===== src/rtl/ccd_emu_pkg.sv =====
// Shared constants for the CCD sensor emulator: FSM state codes, pattern
// selector codes and Bayer channel levels.
package ccd_emu_pkg;

    localparam int CNT_W = 16;
    localparam int PIX_W = 12;

    typedef logic [2:0] state_t;

    localparam state_t ST_IDLE   = 3'd0;
    localparam state_t ST_LEAD   = 3'd1;
    localparam state_t ST_ACTIVE = 3'd2;
    localparam state_t ST_HBLANK = 3'd3;
    localparam state_t ST_TRAIL  = 3'd4;
    localparam state_t ST_VBLANK = 3'd5;

    localparam logic [1:0] PAT_HRAMP = 2'd0;
    localparam logic [1:0] PAT_BAYER = 2'd1;
    localparam logic [1:0] PAT_CHECK = 2'd2;
    localparam logic [1:0] PAT_FCNT  = 2'd3;

    localparam logic [PIX_W-1:0] G_LVL = 12'h800;
    localparam logic [PIX_W-1:0] R_LVL = 12'hFFF;
    localparam logic [PIX_W-1:0] B_LVL = 12'h000;

endpackage


===== src/rtl/ccd_pattern_pixel.sv =====
// Combinational test-pattern generator: maps (pattern, x, y, frame fill) to a
// 12-bit raw pixel. The caller registers the result alongside line-valid.
module ccd_pattern_pixel
    import ccd_emu_pkg::*;
(
    input  logic [1:0]       pattern,
    input  logic [11:0]      x,
    input  logic [3:0]       y,
    input  logic [PIX_W-1:0] fcnt,
    output logic [PIX_W-1:0] pix
);

    // Only row parity and y[3] matter to any pattern.
    logic unused_y_bits;
    assign unused_y_bits = ^y[2:1];

    always_comb begin
        pix = '0;
        case (pattern)
            PAT_HRAMP: pix = x;
            PAT_BAYER: begin
                case ({y[0], x[0]})
                    2'b00:   pix = G_LVL;
                    2'b01:   pix = R_LVL;
                    2'b10:   pix = B_LVL;
                    default: pix = G_LVL;
                endcase
            end
            PAT_CHECK: pix = (x[3] ^ y[3]) ? 12'hFFF : 12'h000;
            PAT_FCNT:  pix = fcnt;
            default:   pix = '0;
        endcase
    end

endmodule


===== src/rtl/ccd_sensor_emulator.sv =====
// Transmit-side CCD pixel port model: frame/line valid timing with
// programmable active size and blanking, plus selectable raw test patterns.
module ccd_sensor_emulator
    import ccd_emu_pkg::*;
#(
    parameter int ACTIVE_W = 640,
    parameter int ACTIVE_H = 480,
    parameter int H_BLANK  = 32,
    parameter int V_BLANK  = 8,
    parameter int FV_LEAD  = 2,
    parameter int FV_TRAIL = 2
) (
    input  logic        iCLK,
    input  logic        iRST_N,
    input  logic        iENABLE,
    input  logic [1:0]  iPATTERN,
    output logic        oFVAL,
    output logic        oLVAL,
    output logic [11:0] oDATA,
    output logic [31:0] oFRAME_CNT,
    output logic        oBUSY
);

    localparam logic [CNT_W-1:0] X_LAST    = CNT_W'(ACTIVE_W - 1);
    localparam logic [CNT_W-1:0] Y_LAST    = CNT_W'(ACTIVE_H - 1);
    localparam logic [CNT_W-1:0] HB_LAST   = CNT_W'(H_BLANK - 1);
    localparam logic [CNT_W-1:0] LEAD_LAST = CNT_W'(FV_LEAD - 1);
    localparam logic [CNT_W-1:0] TR_LAST   = CNT_W'(FV_TRAIL - 1);
    localparam logic [31:0]      VB_CYC    = 32'(V_BLANK * (ACTIVE_W + H_BLANK));
    localparam logic [31:0]      VB_LAST   = VB_CYC - 32'd1;

    state_t             state_reg, state_next;
    logic [CNT_W-1:0]   x_reg, x_next;
    logic [CNT_W-1:0]   y_reg, y_next;
    logic [CNT_W-1:0]   cnt_reg, cnt_next;
    logic [31:0]        vcnt_reg, vcnt_next;
    logic [1:0]         pat_reg;
    logic [PIX_W-1:0]   fill_reg;
    logic               done_reg;
    logic [31:0]        frame_cnt_reg;
    logic               fval_reg;
    logic               lval_reg;
    logic [PIX_W-1:0]   data_reg;
    logic               busy_reg;
    logic               lead_entry;
    logic               frame_done;
    logic [PIX_W-1:0]   pix;

    always_comb begin
        state_next = state_reg;
        x_next     = x_reg;
        y_next     = y_reg;
        cnt_next   = cnt_reg;
        vcnt_next  = vcnt_reg;
        lead_entry = 1'b0;
        frame_done = 1'b0;
        case (state_reg)
            ST_IDLE: begin
                if (iENABLE) begin
                    state_next = ST_LEAD;
                    lead_entry = 1'b1;
                    cnt_next   = '0;
                end
            end
            ST_LEAD: begin
                if (cnt_reg == LEAD_LAST) begin
                    state_next = ST_ACTIVE;
                    x_next     = '0;
                    y_next     = '0;
                end else begin
                    cnt_next = cnt_reg + 1'b1;
                end
            end
            ST_ACTIVE: begin
                if (x_reg == X_LAST) begin
                    cnt_next   = '0;
                    state_next = (y_reg == Y_LAST) ? ST_TRAIL : ST_HBLANK;
                end else begin
                    x_next = x_reg + 1'b1;
                end
            end
            ST_HBLANK: begin
                if (cnt_reg == HB_LAST) begin
                    state_next = ST_ACTIVE;
                    x_next     = '0;
                    y_next     = y_reg + 1'b1;
                end else begin
                    cnt_next = cnt_reg + 1'b1;
                end
            end
            ST_TRAIL: begin
                if (cnt_reg == TR_LAST) begin
                    frame_done = 1'b1;
                    vcnt_next  = '0;
                    cnt_next   = '0;
                    // With no vertical blanking the restart decision is taken here.
                    if (VB_CYC != 32'd0) begin
                        state_next = ST_VBLANK;
                    end else if (iENABLE) begin
                        state_next = ST_LEAD;
                        lead_entry = 1'b1;
                    end else begin
                        state_next = ST_IDLE;
                    end
                end else begin
                    cnt_next = cnt_reg + 1'b1;
                end
            end
            ST_VBLANK: begin
                if (vcnt_reg == VB_LAST) begin
                    cnt_next = '0;
                    if (iENABLE) begin
                        state_next = ST_LEAD;
                        lead_entry = 1'b1;
                    end else begin
                        state_next = ST_IDLE;
                    end
                end else begin
                    vcnt_next = vcnt_reg + 32'd1;
                end
            end
            default: state_next = ST_IDLE;
        endcase
    end

    ccd_pattern_pixel u_pattern_pixel (
        .pattern (pat_reg),
        .x       (x_reg[11:0]),
        .y       (y_reg[3:0]),
        .fcnt    (fill_reg),
        .pix     (pix)
    );

    always_ff @(posedge iCLK or negedge iRST_N) begin
        if (!iRST_N) begin
            state_reg     <= ST_IDLE;
            x_reg         <= '0;
            y_reg         <= '0;
            cnt_reg       <= '0;
            vcnt_reg      <= '0;
            pat_reg       <= PAT_HRAMP;
            fill_reg      <= '0;
            done_reg      <= 1'b0;
            frame_cnt_reg <= '0;
            fval_reg      <= 1'b0;
            lval_reg      <= 1'b0;
            data_reg      <= '0;
            busy_reg      <= 1'b0;
        end else begin
            state_reg <= state_next;
            x_reg     <= x_next;
            y_reg     <= y_next;
            cnt_reg   <= cnt_next;
            vcnt_reg  <= vcnt_next;
            done_reg  <= frame_done;
            if (done_reg) begin
                frame_cnt_reg <= frame_cnt_reg + 32'd1;
            end
            // Fill value must equal the count as visible once any pending increment lands.
            if (lead_entry) begin
                pat_reg  <= iPATTERN;
                fill_reg <= frame_cnt_reg[PIX_W-1:0] + {11'd0, done_reg}
                            + {11'd0, state_reg == ST_TRAIL};
            end
            fval_reg <= (state_reg == ST_LEAD) || (state_reg == ST_ACTIVE) ||
                        (state_reg == ST_HBLANK) || (state_reg == ST_TRAIL);
            lval_reg <= (state_reg == ST_ACTIVE);
            data_reg <= (state_reg == ST_ACTIVE) ? pix : '0;
            busy_reg <= (state_reg != ST_IDLE);
        end
    end

    assign oFVAL      = fval_reg;
    assign oLVAL      = lval_reg;
    assign oDATA      = data_reg;
    assign oFRAME_CNT = frame_cnt_reg;
    assign oBUSY      = busy_reg;

endmodule


===== config.mk =====
export PLATFORM = sky130hd
export DESIGN_NAME = ccd_sensor_emulator
export DESIGN_NICKNAME = d
export VERILOG_FILES = /design/src/rtl/ccd_emu_pkg.sv /design/src/rtl/ccd_pattern_pixel.sv /design/src/rtl/ccd_sensor_emulator.sv
export SDC_FILE = /design/constraint.sdc
export NUM_CORES = 1
export LEC_CHECK = 0
export ABC_AREA = 1
export CAP_MARGIN = 10
export CORE_ASPECT_RATIO = 1.25
export CORE_MARGIN = 10
export CORE_UTILIZATION = 60
export DETAILED_ROUTE_END_ITERATION = 10
export PLACE_DENSITY = 0.8
export SLEW_MARGIN = 40
export SYNTH_ARGS = -nofsm -noshare
export SYNTH_HDL_FRONTEND = slang
export SYNTH_SLANG_ARGS = --single-unit

===== constraint.sdc =====
create_clock -name iCLK -period 2.7 [get_ports iCLK]
set_input_delay 0.54 -clock iCLK [delete_from_list [all_inputs] [get_ports iCLK]]
set_output_delay 0.54 -clock iCLK [all_outputs]
set_load 0.03 [all_outputs]

## Word level (Yosys, flattened, before mapping)

Cells that the tools add are included.

- Bits in registers: 145
- Word-level logic and storage cells: 95

- Muxes and demuxes: 34
- Equality and inequality tests: 25
- Reduce and logical (&&, ||, !) cells: 15
- Add/sub/neg operators: 7
- Bitwise gates (word level): 1

Operator list:

| kind | count |
|---|---|
| $mux W16 | 10 |
| $pmux W16 S6 | 1 |
| $add A32 B1 Y32 const B | 2 |
| $mux W32 | 2 |
| $pmux W32 S2 | 1 |
| $add A16 B1 Y16 const B | 3 |
| $pmux W12 S4 | 1 |
| $pmux W16 S3 | 1 |
| $eq A32 B13 Y1 const B | 1 |
| $pmux W16 S2 | 1 |
| $add A12 B1 Y12 | 2 |
| $mux W12 | 2 |
| $pmux W12 S2 | 1 |
| $mux W3 | 7 |
| $ne A2 B2 Y1 const B | 10 |
| $pmux W3 S6 | 1 |
| $eq A16 B1 Y1 const B | 1 |
| $eq A16 B10 Y1 const B | 1 |
| $eq A16 B5 Y1 const B | 1 |
| $eq A16 B9 Y1 const B | 1 |
| $reduce_and A6 Y1 | 2 |
| $eq A2 B2 Y1 const B | 3 |
| $eq A3 B2 Y1 const B | 2 |
| $eq A3 B3 Y1 const B | 2 |
| other kinds (13) | 23 |

## Logic depth before layout (Yosys ltp)

- Depth in word-level cells: 4
- Gate-level depth with buffers: 15

## By module

From an unflattened synthesis, not the netlist that was laid out.

- Cells, all modules: 1209
- Area, all modules: 8690.8 µm²

Modules (own cells, without submodules):

| module | cells each | area each (µm²) | times used |
|---|---|---|---|
| ccd_sensor_emulator | 1129 | 8346.8 | 1 |
| ccd_pattern_pixel | 80 | 344.1 | 1 |

## Least setup slack after synthesis

Ideal clock, no wire load.

- Kind: register to register
- Start: register state_reg[1]
- End: register fill_reg[10]
- Slack: 612 ps
- Data arrival time: 1968 ps
- Data required time: 2579 ps
- Setup time: 121 ps
- Stages on the path, launching flop included: 16
- Cells stage by stage: dfrtp_1 > buf_2 > nor2_2 > nand2_4 > xor2_1 > inv_1 > ha_1 > inv_1 > o21ai_2 > ha_1 > nand2_1 > nor2_1 > nand2_1 > xor2_1 > nand2_1 > o21ai_1

- Cells in the longest elaborated chain, start to end: 2
- Elaborated cells between the ends (all ways): 5
- Classes of those cells: add/sub (1); eq/ne (2); mux (1); reduce/logical (1)

RTL lines:

| element | line | RTL |
|---|---|---|
| start: declaration | ccd_sensor_emulator.sv:32 | `state_t state_reg, state_next;` |
| start signal: assignment | ccd_sensor_emulator.sv:150 | `state_reg <= state_next;` |
| $eq A3 B3 Y1, or another cell as far along | ccd_sensor_emulator.sv:57, ccd_sensor_emulator.sv:163 |  |
| $add A12 B1 Y12 or $pmux W1 S2 (tied branches) | ccd_sensor_emulator.sv:163, ccd_sensor_emulator.sv:57 |  |
| end signal: assignment | ccd_sensor_emulator.sv:162 | `fill_reg <= frame_cnt_reg[PIX_W-1:0] + {11'd0, done_reg}` |
| end: declaration | ccd_sensor_emulator.sv:38 | `logic [PIX_W-1:0] fill_reg;` |

Several ways; a longest one is shown, not always the timed one.
A chain may end at the register's enable or synchronous reset.

## Final worst setup path

- Start: register state_reg[0]
- End: register fill_reg[10]

The elaborated chain is that of the path after synthesis.

==> results.py <==
metrics = {
    "synthesis": {
        "synth_edf_count": 0,
        "synth_top_flop_cell": "dfrtp_1",
        "synth.top_cell.area_share": 0.4197,
        "synth.avg_cell_area_um2": 7.240,
        "synth-seq-cells": 145,
        "async_flop_share": 1.000,
        "ys_types": 41,
        "ys_top_cells_by_count": "nand2_1, dfrtp_1, nor2_1, inv_1, nand3_1",
        "syn_area_um2": 8645,
        "synth_area_leaders": "dfrtp_1, nand2_1, nand3_1",
        "yosysMostFrequentCell": "nand2_1",
        "ys_warn_count": 0,
        "synth_top_area_cell": "dfrtp_1",
        "ys_seq_area_frac": 0.4197,
        "postSynthNetCount": 1207,
        "synthCells": 1194,
    },
    "clock_network": {
        "cts.sinks": 145,
        "root_buffer": "clkbuf_16",
        "clk_path_buf_depth": 2,
        "htree_levels": 4,
        "clk_pin_slew_worst_paths_ps": 70,
        "cts_made_buffers": 17,
        "clock_latency_ps": 430,
        "cts_tree": "done",
        "cts_hold_buf": 0,
        "post-cts-setup-buffers": 0,
        "cts.repair.resized": 0,
    },
    "grt": {
        "grt_max_degree": 56,
        "gr-total-overflow": 0,
        "grt_pass1_wl_mm": 36.95,
        "antenna_found_initial": 0,
        "track_usage": 0.2277,
        "grt_pass1_vias": 7789,
    },
    "sta": {
        "layout_min_cycle_time_ps": 2313,
        "maxSlewViolCount": 0,
        "skew_ps": 7.440,
        "final-hold-violation-count": 0,
        "rsz0062_at_grt": "no",
        "fin_crit_sh": 0.8568,
        "maxSlewHeadroom": 0.6272,
        "fin_tns_setup_ps": 0,
        "worstMarginPinSlew_ps": 559.2,
        "maxClockFrequency_mhz": 432.3,
        "setup_viol": 0,
        "whs_ps": 66.02,
    },
    "place": {
        "dp_hpwl_mm": 15.98,
        "port_buffers": 51,
        "routabilityCongestion": 0.9486,
        "place_area_um2": 9290,
    },
    "finish": {
        "final_nets": 1262,
        "stdcell_area_um2": 9897,
        "drive_gt1_frac": 0.07607,
        "n_antenna_cell": 0,
        "areaGrowthSynthToFinish_pct": 14.49,
    },
    "floorplanning": {
        "fp.dieH_um": 154.2,
        "core.rowCount": 49,
        "ioPinCount": 52,
        "coreArea_um2": 14290,
        "die_w_um": 127.4,
        "die_area_um2": 19640,
        "initial_utilization": 0.6052,
    },
    "detailed_routing": {
        "via_count": 7931,
        "drc": 0,
        "drt-total-wl_mm": 22.04,
        "ant_nets": 0,
        "via_per_inst": 5.508,
        "drt_pre_antenna_iters": 6,
        "drt_iter0_drc": 593,
        "detail_route.wl_per_cell_um": 15.30,
    },
    "worst_setup_path": {
        "cp.buffers_inverters": 2,
        "path_max_fanout": 6,
        "reg2reg_to": "fill_reg[10]",
        "crit_path_start": "state_reg[0]",
        "cp_common_cell": "nand2_1",
        "rr_worst_depth": 14,
        "cp.depth": 14,
        "cpPeakStageDelay_ps": 480,
        "crit_required_ps": 3020,
        "rrSetupSlack_ps": 390,
        "cp_top_family": "simple AND/OR/NAND/NOR gates",
        "cp.arrival_ps": 2640,
        "path_class": "reg2reg",
        "crit_end": "fill_reg[10]",
        "cp_cell_sequence": "nor2_2 > nand2_4 > xor2_1 > inv_1 > ha_1 > inv_1 > o21ai_2 > ha_1 > nand2_1 > nor2_1 > nand2_1 > xor2_1 > nand2_1 > o21ai_1",
        "critPathLaunchType": "register",
        "worst_setup_path_end_kind": "register",
        "r2r-start": "state_reg[0]",
        "crit_path_top_delay_cell": "dfrtp_1",
    },
    "power_and_ir_drop": {
        "p_leak_nw": 4.777,
        "p_per_area_nw_per_um2": 639.7,
        "peakVddDrop_mv": 0.4334,
    },
    "job": {
        "max-cap-violations": 0,
    },
    "status": {
        "status": "completed",
    },
    "worst_hold_path": {
        "hold_class": "in2async",
    },
}
-- layer usage --
layer  part of all wire  routed length [µm]  track usage
met5                  0                   0            0
met1               0.41                9119       0.2644
met3              0.052                1137      0.05814
met2               0.49               10910       0.3803
met4              0.040                 874       0.1130
-- logic make-up (layout without fill, tap and decap cells) --
kind of cell / after synthesis / count (layout) / share of synthesized area
xor gates and xnor gates: 48 / 48 / 0.04863
buffers and inverters: 156 / 224 / 0.07642
adders and majority gates: 8 / 8 / 0.01158
AOI/OAI and AO/OA: 93 / 93 / 0.06166
DFF: 145 / 145 / 0.4197
and+or+nand+nor: 744 / 744 / 0.3820
-- cell type report --
class	count	area [µm²]
inverters	137	516.7
multi-input cells	893	4355
well taps	178	222.7
flip-flops and latches	145	3628
fillers	1181	4388
clock inverters	14	167.7
repair buffers	55	566.8
clock buffers	18	439.2
-- where the power goes --
group	switching, mW	internal [mW]
sequential	0.149	2.31
combinational	1.01	0.407
clock	1.04	1.42
-- layout by cell type (no fill, tap or decap), types with 25 or more instances in the layout --
cell             synthesis  layout
nand3_1                118     118
xor2_1                  36      36
nor2_1                 135     135
inv_1                  129     129
nand2_1                371     371
clkdlybuf4s50_1          0      50
o21ai_0                 41      41
nor3_1                  44      44
dfrtp_1                145     145
nand4_1                 25      25
-- metrics by stage --
stage | util | setup WS [ps] | total power, mW | cells
after floorplan | - | 611.6 | 3.483 | 1194
after global placement | 0.6503 | 521.0 | 3.878 | 1408
after detailed placement | 0.6503 | 447.6 | 3.904 | 1408
after CTS | 0.6928 | 378.5 | 6.368 | 1440
after global routing | 0.6928 | 164.8 | 6.594 | 1440
final | 0.6928 | 386.6 | 6.331 | 1440
-- how the worst min path moves through the flow --
| stage | cells after the start | to | slack [ps] | startpoint |
|---|---|---|---|---|
| final | 1 | vcnt_reg[30] | 70 | iRST_N |
| after global routing | 1 | vcnt_reg[14] | 100 | iRST_N |
| after CTS | 1 | vcnt_reg[22] | 80 | iRST_N |
| after detailed placement | 2 | fill_reg[4] | 460 | fill_reg[4] |
| after global placement | 2 | fill_reg[4] | 460 | fill_reg[4] |
| after floorplan | 0 | cnt_reg[0] | 240 | iRST_N |
(Power assumes the default switching activity.)
